===== config.mk =====
export PLATFORM = sky130hd
export DESIGN_NAME = spi_xfer_ctrl
export DESIGN_NICKNAME = d
export VERILOG_FILES = /design/src/rtl/spi_pkg.sv /design/src/rtl/spi_xfer_ctrl.sv
export SDC_FILE = /design/constraint.sdc
export NUM_CORES = 1
export LEC_CHECK = 0
export BUFFER_PORTS_ARGS = -buffer_cell sky130_fd_sc_hd__buf_4
export CAP_MARGIN = 20
export CORE_UTILIZATION = 40
export CTS_CLUSTER_DIAMETER = 60
export DETAILED_ROUTE_END_ITERATION = 8
export SYNTH_ARGS = -nofsm -noshare
export SYNTH_HDL_FRONTEND = slang
export SYNTH_SLANG_ARGS = --single-unit

===== constraint.sdc =====
create_clock -name clk -period 4.3 [get_ports clk]
set_input_delay 0.645 -clock clk [delete_from_list [all_inputs] [get_ports clk]]
set_output_delay 0.645 -clock clk [all_outputs]
set_load 0.02 [all_outputs]

===== src/rtl/spi_pkg.sv =====
// Shared definitions for the SPI blocks: controller state encodings.
package spi_pkg;

    typedef logic [2:0] spi_state_t;

    localparam spi_state_t ST_IDLE  = 3'd0;
    localparam spi_state_t ST_SETUP = 3'd1;
    localparam spi_state_t ST_XFER  = 3'd2;
    localparam spi_state_t ST_HOLD  = 3'd3;
    localparam spi_state_t ST_GAP   = 3'd4;

endpackage


===== src/rtl/spi_xfer_ctrl.sv =====
// SPI transaction sequencer: chip-select framing with setup/hold/gap timing
// around a word-counted TX/RX stream exchange with an SPI master.
//
// state | meaning
// IDLE  | waiting for a command; cmd_ready high
// SETUP | cs asserted, waiting cs_setup+1 cycles before data
// XFER  | TX words forwarded until len sent; wait for len RX words and idle bus
// HOLD  | cs still asserted for cs_hold+1 cycles after the last word
// GAP   | cs released for cs_gap+1 cycles before the next command
module spi_xfer_ctrl
    import spi_pkg::*;
#(
    parameter int AXIS_DATA_WIDTH = 8,
    parameter int NUM_CS          = 4,
    parameter int LEN_WIDTH       = 8,
    parameter int DELAY_WIDTH     = 8,
    localparam int CS_WIDTH       = (NUM_CS > 1) ? $clog2(NUM_CS) : 1
) (
    input  logic                       clk,
    input  logic                       rst,
    input  logic                       cmd_valid,
    output logic                       cmd_ready,
    input  logic [CS_WIDTH-1:0]        cmd_cs,
    input  logic [LEN_WIDTH-1:0]       cmd_len,
    input  logic [AXIS_DATA_WIDTH-1:0] s_axis_tdata,
    input  logic                       s_axis_tvalid,
    output logic                       s_axis_tready,
    output logic [AXIS_DATA_WIDTH-1:0] m_spi_tdata,
    output logic                       m_spi_tvalid,
    input  logic                       m_spi_tready,
    input  logic [AXIS_DATA_WIDTH-1:0] s_spi_tdata,
    input  logic                       s_spi_tvalid,
    output logic                       s_spi_tready,
    output logic [AXIS_DATA_WIDTH-1:0] m_axis_tdata,
    output logic                       m_axis_tvalid,
    input  logic                       m_axis_tready,
    input  logic                       spi_bus_active,
    input  logic [DELAY_WIDTH-1:0]     cs_setup,
    input  logic [DELAY_WIDTH-1:0]     cs_hold,
    input  logic [DELAY_WIDTH-1:0]     cs_gap,
    output logic [NUM_CS-1:0]          cs_n,
    output logic                       busy,
    output logic                       done
);

    spi_state_t             state;
    logic [LEN_WIDTH-1:0]   len_q;
    logic [LEN_WIDTH-1:0]   tx_cnt;
    logic [LEN_WIDTH-1:0]   rx_cnt;
    logic [DELAY_WIDTH-1:0] dly_cnt;
    logic [DELAY_WIDTH-1:0] hold_q;
    logic [DELAY_WIDTH-1:0] gap_q;
    logic [NUM_CS-1:0]      cs_sel_n;
    logic                   cmd_fire;
    logic                   tx_gate;
    logic                   tx_fire;
    logic                   rx_fire;
    logic                   dly_zero;

    assign cmd_ready = (state == ST_IDLE);
    assign busy      = (state != ST_IDLE);
    assign cmd_fire  = cmd_valid && cmd_ready;
    assign dly_zero  = (dly_cnt == '0);

    // rst also closes the gate so no TX word slips out during the reset cycle
    assign tx_gate       = (state == ST_XFER) && (tx_cnt < len_q) && !rst;
    assign m_spi_tdata   = s_axis_tdata;
    assign m_spi_tvalid  = s_axis_tvalid && tx_gate;
    assign s_axis_tready = m_spi_tready && tx_gate;
    assign tx_fire       = m_spi_tvalid && m_spi_tready;

    assign m_axis_tdata  = s_spi_tdata;
    assign m_axis_tvalid = s_spi_tvalid;
    assign s_spi_tready  = m_axis_tready;
    assign rx_fire       = s_spi_tvalid && m_axis_tready;

    // An out-of-range index decodes to no select at all
    always_comb begin
        cs_sel_n = '1;
        for (int i = 0; i < NUM_CS; i++) begin
            cs_sel_n[i] = (int'(cmd_cs) != i);
        end
    end

    always_ff @(posedge clk) begin
        if (rst) begin
            state   <= ST_IDLE;
            cs_n    <= '1;
            tx_cnt  <= '0;
            rx_cnt  <= '0;
            dly_cnt <= '0;
            done    <= 1'b0;
            len_q   <= '0;
            hold_q  <= '0;
            gap_q   <= '0;
        end else begin
            done <= 1'b0;
            case (state)
                ST_IDLE: begin
                    if (cmd_fire) begin
                        len_q  <= cmd_len;
                        hold_q <= cs_hold;
                        gap_q  <= cs_gap;
                        tx_cnt <= '0;
                        rx_cnt <= '0;
                        if (cmd_len == '0) begin
                            done <= 1'b1;
                        end else begin
                            state   <= ST_SETUP;
                            cs_n    <= cs_sel_n;
                            dly_cnt <= cs_setup;
                        end
                    end
                end
                ST_SETUP: begin
                    if (dly_zero) state <= ST_XFER;
                    else          dly_cnt <= dly_cnt - DELAY_WIDTH'(1);
                end
                ST_XFER: begin
                    if (tx_fire) tx_cnt <= tx_cnt + LEN_WIDTH'(1);
                    if (rx_fire) rx_cnt <= rx_cnt + LEN_WIDTH'(1);
                    // Registered rx_cnt keeps a cycle between the last RX word and HOLD
                    if ((rx_cnt == len_q) && !spi_bus_active) begin
                        state   <= ST_HOLD;
                        dly_cnt <= hold_q;
                    end
                end
                ST_HOLD: begin
                    if (dly_zero) begin
                        state   <= ST_GAP;
                        cs_n    <= '1;
                        dly_cnt <= gap_q;
                    end else begin
                        dly_cnt <= dly_cnt - DELAY_WIDTH'(1);
                    end
                end
                ST_GAP: begin
                    if (dly_zero) begin
                        state <= ST_IDLE;
                        done  <= 1'b1;
                    end else begin
                        dly_cnt <= dly_cnt - DELAY_WIDTH'(1);
                    end
                end
                default: begin
                    state <= ST_IDLE;
                    cs_n  <= '1;
                end
            endcase
        end
    end

endmodule


# Word level (Yosys, flattened, before mapping)
# Cells that the tools add are included.
[totals]
ff_bits = 56
wordCells = 82
[op_classes]
n_addsub = 3
magnitude_cmp = 1
n_eq_ne = 17
muxes = 26
n_bitwise = 1
reduce_logical = 25
[op_table]
columns = ["cell", "n"]
rows = [
  ["8-bit two-way mux", 8],
  ["8-bit one-hot mux with 2 select lines", 2],
  ["8-bit one-hot mux with 4 select lines", 1],
  ["3-bit two-way mux", 6],
  ["2-bit != test, second input constant", 9],
  ["8-bit by 1-bit adder with 8-bit output, second input constant", 2],
  ["8-bit zero test", 2],
  ["3-bit one-hot mux with 5 select lines", 1],
  ["4-bit two-way mux", 3],
  ["4-bit one-hot mux with 3 select lines", 1],
  ["8-bit == test", 1],
  ["1-bit logical AND", 8],
  ["8-bit less-than comparator", 1],
  ["8-bit by 1-bit subtractor with 8-bit output, second input constant", 1],
  ["3-bit by 2-bit == test with 1-bit output, second input constant", 2],
  ["2-bit by 1-bit != test with 1-bit output, second input constant", 3],
  ["3-bit AND reduction", 2],
  ["6-bit AND reduction", 1],
  ["5-bit AND reduction", 1],
  ["4-bit AND reduction", 1],
  ["2-bit nonzero test", 2],
  ["4-bit nonzero test", 1],
  ["3-bit by 1-bit == test with 1-bit output, second input constant", 1],
  ["3-bit == test, second input constant", 1],
  ["9 further kinds", 12],
]

# Depth between registers and ports, before layout
# Gate-level depths: netlist (run 1).
[depth]
depth_word = 7
mapped_depth = 9
depth_no_buf = 8

# Least setup slack after synthesis (run 1)
# No wires, ideal clock.
[synth_timing]
kind = "flip-flop to output port"
from = "reg len_q[5]"
to = "out m_spi_tvalid"
arrival_ns = 1.826
required_ns = 3.655
slack_ns = 1.829
stages_incl_launch_ff = 7
cell_sequence = "dfxtp_1 -> inv_1 -> ha_1 -> a211o_1 -> a21oi_1 -> o21ai_0 -> a211oi_1"
[synth_between]
elab_chain_cells = 4
[synth_rtl]
columns = ["element", "line", "source"]
rows = [
  ["start, declared", "spi_xfer_ctrl.sv:47", "logic [LEN_WIDTH-1:0] len_q;"],
  ["start signal, assigned", "spi_xfer_ctrl.sv:101", "len_q <= cmd_len;"],
  ["8-bit less-than comparator", "spi_xfer_ctrl.sv:66", "assign tx_gate = (state == ST_XFER) && (tx_cnt < len_q) && !rst;"],
  ["1-bit logical AND (2 in a row)", "spi_xfer_ctrl.sv:66", ""],
  ["1-bit logical AND", "spi_xfer_ctrl.sv:68", "assign m_spi_tvalid = s_axis_tvalid && tx_gate;"],
  ["end, declared", "spi_xfer_ctrl.sv:29", "output logic m_spi_tvalid,"],
]
# Every way passes these cells.

# Worst setup path in the final report (run 1)
[layout_timing]
from = "reg tx_cnt[5]"
to = "out m_spi_tvalid"
[layout_between]
elab_chain_cells = 4
[layout_rtl]
columns = ["element", "line", "source"]
rows = [
  ["start, declared", "spi_xfer_ctrl.sv:48", "logic [LEN_WIDTH-1:0] tx_cnt;"],
  ["start signal, assigned", "spi_xfer_ctrl.sv:120", "if (tx_fire) tx_cnt <= tx_cnt + LEN_WIDTH'(1);"],
  ["8-bit less-than comparator", "spi_xfer_ctrl.sv:66", ""],
  ["1-bit logical AND (2 in a row)", "spi_xfer_ctrl.sv:66", ""],
  ["1-bit logical AND", "spi_xfer_ctrl.sv:68", ""],
]
# Every way passes these cells.

==> results.cfg, run 1 <==
[place]
port_buffers = 52
post_dp_cell_area_mm2 = 0.00335
gp_congestion = 0.773
hpwl_mm = 5.10

[sta]
finalSetupViolCount = 0
period_needed_ns = 2.82
whs_ns = 0.461
rsz0062_at_grt = false
fin_crit_sh_pct = 65.5
max_freq_mhz = 355
tightest_slew_ns = 0.569
fin_skew_ns = 0.0106
max-slew-margin-rel_pct = 61.1
tns_ns = 0
hold_viol_final = 0
report.final.slew_viol_count = 0

[clock_network]
clk_latency_ns = 0.31
clockRootBuffer = clkbuf_8
htree_levels = 2
numCtsBuffers = 5
ctsHoldBuffers = 0
cts_sinks = 56
post_cts_buffers = 0
cts_buffer_depth = 2
cts_resized = 0
cts.reportedPaths.clkPinSlew_ns = 0.11
cts_tree = built

[yosys]
synthXorXnorAreaFrac_pct = 5.21
synth_fp_nets = 446
synthSimpleGateAreaFrac_pct = 23.5
synth.distinct_cells = 53
ys_warn_count = 0
synth_adder_area_share_pct = 4.55
synth_compound_gate_area_share_pct = 18.6
async_reset_ff_share_pct = 0
synth_top_family_by_area = simple AND/OR/NAND/NOR gates
ys_seq_area_share_pct = 37.1
netlist_instances = 377
ys_ff_latch = 56
synth_edf_count = 0
synth_flop_cell = dfxtp_1
syn_avg_cell_area_um2 = 8.02
syn_area_mm2 = 0.00302
synthMuxAreaShare_pct = 2.03

[power_and_ir_drop]
p_total_uw = 1570
p_sw_uw = 576
swShare_pct = 36.6
p_int_uw = 999
power.leakage_uw = 0.00137
combPwrFrac_pct = 36.6
vdd_drop_max_uv = 311
clock_power_share_pct = 21.8
powerDensity_mw_per_mm2 = 455
power_frac_seq_pct = 41.6

[setup_path]
crit_path_start_kind = flip-flop
critical_path.cell_chain = ha_1, a211o_1, a21oi_1, o21ai_0, a211oi_1, buf_4
path_buf_inv = 1
endpoint_kind = output pin
path_max_fanout = 7
worstPathRequired_ns = 3.65
critPathKind = reg2out
slowest_delay_ns = 0.47
crit_family = compound AO/OA/AOI/OAI gates
worst_ep_arrival_time_ns = 2.17
critPathSlowestCell = dfxtp_1

[die]
start_util_pct = 41.5
die_w_um = 89.0
fp.dieArea_mm2 = 0.00791
die_y_um = 89.0
fp.coreArea_mm2 = 0.00729
row_count = 31
pin_count = 85

[final_layout]
mostFrequentLayoutCell = nand2_1
layout_common_cells = nand2_1 (66), dfxtp_1 (56), buf_4 (55)
final_nets = 472
fill_cells = 775
antennaDiodeCount = 0
final_area_mm2 = 0.00346
drive_above_1_share_pct = 18.3
area_growth_pct = 14.4

[detailed_routing]
routedWlPerCell_um = 14.0
drt_iter0_drc = 155
drt-total-wl_mm = 7.06
vias = 2649
dr.pass1.iters = 4
vias_per_cell = 5.27
postRouteAntennaNets = 0
drc = 0

[min_path]
hold_path_class = reg2reg

[grt]
grt_util_all_layers_pct = 19.4
antenna_found_initial = 0
grt_max_degree = 46
grt_pass1_wl_mm = 11.8
grt_pass1_vias = 2482
grt-ovfl-total = 0

[run]
drv_cap = 0

[run_status]
status = finished clean
[layer usage]
| metal | routed length [µm] | global-route usage, % | up-vias |
|---|---|---|---|
| met2 | 3380 | 33.1 | 71 |
| met4 | 46 | 4.47 | 0 |
| li1 | - | - | 1353 |
| met3 | 381 | 3.88 | 5 |
| met5 | 0 | 0 | - |
| met1 | 3250 | 25.4 | 1220 |
[metrics by stage]
step | util [%] | instances | worst slack (ns)
finish | 47.4 | 503 | 1.48
global route | 47.4 | 503 | 1.30
CTS | 47.4 | 503 | 1.47
detailed placement | 46.0 | 495 | 1.67
global placement | 46.0 | 495 | 1.66
floorplan | - | 377 | 1.83
[cell usage after synthesis (all sizes together) (2+ instances only)]
cell type / instances / area, µm²
nand4: 8 / 50.1
nor4: 2 / 18.8
nor3: 7 / 46.3
clkbuf: 13 / 48.8
o21bai: 2 / 15.0
or2: 2 / 12.5
nor2: 22 / 82.6
xnor2: 11 / 96.3
a211oi: 4 / 30.0
nand3b: 2 / 15.0
and3: 4 / 25.0
nand2b: 11 / 68.8
nand2: 66 / 248
inv: 16 / 60.1
or3: 3 / 20.0
buf: 23 / 165
nand3: 9 / 45.0
or4: 3 / 26.3
a41oi: 2 / 17.5
a222oi: 6 / 60.1
mux2i: 5 / 50.1
ha: 11 / 138
a21o: 2 / 15.0
a31oi: 8 / 50.1
o21ai: 12 / 67.6
a21oi: 44 / 224
dfxtp: 56 / 1120
xor2: 7 / 61.3
[worst reg2reg max path, cell delays in order (launching register included)]
cell	delay (ns)
dfxtp_1	0.35
inv_1	0.10
ha_1	0.24
or4bb_1	0.59
nor2_1	0.12
o21a_1	0.39
nand2_1	0.23
nor4_1	0.22
o21bai_1	0.09
[power by group through the flow]
stage	Sequential, µW	Clock, µW	Combinational, µW
floorplan	642	0	467
global route	668	373	650
CTS	655	351	581
finish	655	344	576
global placement	665	0	571
detailed placement	667	0	578
[final cells by class]
| type | count | area (µm²) | area share, % |
|---|---|---|---|
| Clock buffer | 6 | 72.6 | 2.10 |
| Tap cell | 99 | 124 | 3.58 |
| Clock inverter | 2 | 35.0 | 1.01 |
| Timing Repair Buffer | 55 | 413 | 11.9 |
| Sequential cell | 56 | 1120 | 32.4 |
| Inverter | 16 | 60.1 | 1.74 |
| Multi-Input combinational cell | 269 | 1630 | 47.2 |
[worst paths after layout]
check | startpoint | to | slack, ns | cells past startpoint
setup / recovery | tx_cnt[5] | m_spi_tvalid | 1.48 | 6
hold / removal | gap_q[4] | gap_q[4] | 0.46 | 2
setup reg to reg | dly_cnt[0] | cs_n[0] | 1.87 | 8
hold reg to reg | gap_q[4] | gap_q[4] | 0.46 | 2
[cell families (layout without fill, tap and decap cells)]
| group | count (synthesis) | count (layout) |
|---|---|---|
| simple gates | 145 | 145 |
| mux | 6 | 6 |
| flops | 56 | 56 |
| buf+inv | 52 | 79 |
| compound gates | 89 | 89 |
| xor+xnor | 18 | 18 |
| fa+ha+maj | 11 | 11 |
[state kept, by name (all words and copies together), names as in the netlist, 3 cells and up]
signal	count
tx_cnt	8
dly_cnt	8
state	3
rx_cnt	8
gap_q	8
hold_q	8
len_q	8
cs_n	4
Power figures use the tool's default switching activity.
==> run 2, diff against run 1 <==
--- a/config.mk
+++ b/config.mk
@@ -5,11 +5,13 @@
 export SDC_FILE = /design/constraint.sdc
 export NUM_CORES = 1
 export LEC_CHECK = 0
+export ABC_AREA = 1
 export BUFFER_PORTS_ARGS = -buffer_cell sky130_fd_sc_hd__buf_4
 export CAP_MARGIN = 20
 export CORE_UTILIZATION = 40
 export CTS_CLUSTER_DIAMETER = 60
 export DETAILED_ROUTE_END_ITERATION = 8
+export PLACE_DENSITY = 0.66
 export SYNTH_ARGS = -nofsm -noshare
 export SYNTH_HDL_FRONTEND = slang
 export SYNTH_SLANG_ARGS = --single-unit
==> constraint.sdc (replaced) <==
create_clock -name clk -period 2.3 [get_ports clk]
set_input_delay 0.345 -clock clk [delete_from_list [all_inputs] [get_ports clk]]
set_output_delay 0.345 -clock clk [all_outputs]
set_load 0.02 [all_outputs]
==> run 2 against run 1 <==
Net effect: count of clock-buffer cells in the layout down 1; power rose to 2.8 times the previous value; flip-flop and latch count did not move; sequential power up 120%; die area up 7.7%; largest cell class unchanged; global-route usage rose by 0.25 points; clock skew grew 0.0060 ns; routed wire length rose by 10%.
==> results.cfg, run 2 <==
[detailed_routing]
drc = 0
drt_iter0_drc = 180
dr.pass1.iters = 4
vias = 2984
drt-total-wl_mm = 7.79
vias_per_cell = 4.86
routedWlPerCell_um = 12.7
postRouteAntennaNets = 0

[sta]
report.final.slew_viol_count = 0
rsz0062_at_grt = false
fin_skew_ns = 0.0166
max-slew-margin-rel_pct = 76.1
max_freq_mhz = 476
hold_viol_final = 0
period_needed_ns = 2.10
tns_ns = 0
tightest_slew_ns = 0.359
fin_crit_sh_pct = 91.4
finalSetupViolCount = 0

[clock_network]
ctsHoldBuffers = 0
cts_sinks = 56
htree_levels = 2
clockRootBuffer = clkbuf_8
numCtsBuffers = 5
cts.reportedPaths.clkPinSlew_ns = 0.11
clk_latency_ns = 0.33
cts_tree = built
cts_buffer_depth = 2

[power_and_ir_drop]
vdd_drop_max_uv = 415
power.leakage_uw = 0.00173
clock_power_share_pct = 19.8
p_int_uw = 2570
p_sw_uw = 1910
powerDensity_mw_per_mm2 = 1180
swShare_pct = 42.6
combPwrFrac_pct = 47.7
p_total_uw = 4480
power_frac_seq_pct = 32.5

[setup_path]
r2r_cells = 12
worst-r2r-setup-slack_ns = 0.43
slowest_delay_ns = 0.32
critPathKind = reg2out
reg2reg_from = len_q[3]
endpoint_kind = output pin
path_max_fanout = 4
critical_path.cell_chain = inv_1, ha_1, a21oi_1, nand2_1, nand2_1, nand2_1, nand2_1, nand2_1, nor2_1, buf_4
worstPathRequired_ns = 1.96
reg2reg_to = tx_cnt[1]
critPathSlowestCell = dfxtp_1
worst_ep_arrival_time_ns = 1.76
crit_path_start_kind = flip-flop
crit_top_cell = nand2_1

[die]
die_w_um = 92.3
die_y_um = 92.3
row_count = 32
pin_count = 85
fp.coreArea_mm2 = 0.00781
fp.dieArea_mm2 = 0.00852
start_util_pct = 41.8

[final_layout]
antennaDiodeCount = 0
finalNonFillerCells = 614
final_nets = 580
area_growth_pct = 15.8
mostFrequentLayoutCell = nand2_1
utilization_pct = 48.4
drive_above_1_share_pct = 18.8
layout_common_cells = nand2_1 (95), nor2_1 (70), buf_4 (56)
final_area_mm2 = 0.00378

[yosys]
syn_area_mm2 = 0.00326
synth.distinct_cells = 40
ys_ff_latch = 56
async_reset_ff_share_pct = 0
netlist_top_cells_count = nand2_1 (95), nor2_1 (71), dfxtp_1 (56), inv_1 (52), o21ai_0 (37)
netlist_instances = 479
synth_edf_count = 0
synth_fp_nets = 548
synth_largest_area_cell = dfxtp_1
synth_flop_cell = dfxtp_1
synth_top_cell_area_share_pct = 34.4
ys_warn_count = 0
synth.most_common_cell = nand2_1
ys_seq_area_share_pct = 34.4
syn_avg_cell_area_um2 = 6.81
synth_area_leaders = dfxtp_1 (34%), nand2_1 (11%), nor2_1 (8.2%)

[grt]
grt_pass1_wl_mm = 13.4
grt-ovfl-total = 0
grt_util_all_layers_pct = 19.6
grt_pass1_vias = 2923
antenna_found_initial = 0
grt_max_degree = 33

[place]
post_dp_cell_area_mm2 = 0.00361
placedCellCount = 606
gp_congestion = 0.894
port_buffers = 52
hpwl_mm = 5.76

[min_path]
hold_path_class = in2reg
whs_endpoint = gap_q[0]
min_from = cs_gap[0]
min_path_cells = 3

[run]
drv_cap = 0

[run_status]
status = finished clean
[run 2: layout make-up]
type	count	area, µm²
multi-input combinational	331	1720
fill	779	4030
clock inverter	3	90.1
tap	102	128
sequential	56	1120
timing repair buffer	56	420
clock buffer	5	68.8
inverter	61	231
[run 2: layer usage]
layer  up-vias  global-route usage (%)  wire length [µm]
met1      1336                    25.2              3590
met3        11                    3.94               312
met5         -                       0                 0
li1       1580                       -                 -
met4         0                    6.38               141
met2        57                    32.8              3740
[run 2: how the worst max path moves through the flow]
| stage | slack (ns) | endpoint | startpoint | cells after the start |
|---|---|---|---|---|
| finish | 0.20 | s_axis_tready | len_q[3] | 10 |
| global route | 0.02 | s_axis_tready | len_q[3] | 10 |
| CTS | 0.16 | m_spi_tvalid | state[2] | 8 |
| detailed placement | 0.40 | tx_cnt[1] | state[2] | 10 |
| global placement | 0.49 | tx_cnt[1] | state[2] | 10 |
| floorplan | 0.61 | m_spi_tvalid | len_q[3] | 9 |
[run 2: metrics by stage]
step	hold slack [ns]	setup slack (ns)
2_1_floorplan	0.424	0.610
3_3_place_gp	0.449	0.485
3_5_place_dp	0.454	0.397
4_1_cts	0.232	0.158
5_1_grt	0.239	0.0170
6_report	0.242	0.199
[run 2: power by group through the flow]
stage	Clock, µW	Sequential (µW)	Combinational, µW
after CTS	899	1450	2130
after floorplan	0	1440	1670
after global placement	0	1470	2080
after global routing	943	1490	2450
final	886	1450	2140
after detailed placement	0	1470	2110
[run 2: cell families (layout without fill, tap and decap cells)]
| logic type | Yosys count | in the layout | share of synthesized area, % |
|---|---|---|---|
| buffers and inverters | 92 | 125 | 13.2 |
| DFF | 56 | 56 | 34.4 |
| xor gates and xnor gates | 10 | 10 | 2.68 |
| and+or+nand+nor | 223 | 223 | 31.0 |
| AOI/OAI and AO/OA | 87 | 87 | 14.6 |
| adders and majority gates | 11 | 11 | 4.22 |
[run 2: timing repair]
| action | CTS | global route |
|---|---|---|
| gates resized for setup | 0 | 3 |
| buffers inserted | 0 | 0 |
| setup endpoints to repair | 0 | 1 |
[run 2: critical path, delay by kind of cell (launching register included)]
family                   cells  cell delay [ns]
buffers and inverters        2             0.21
adder cells (fa/ha/maj)      1             0.31
AO/OA/AOI/OAI                1             0.14
AND/OR/NAND/NOR              6             0.42
flip-flops                   1             0.32
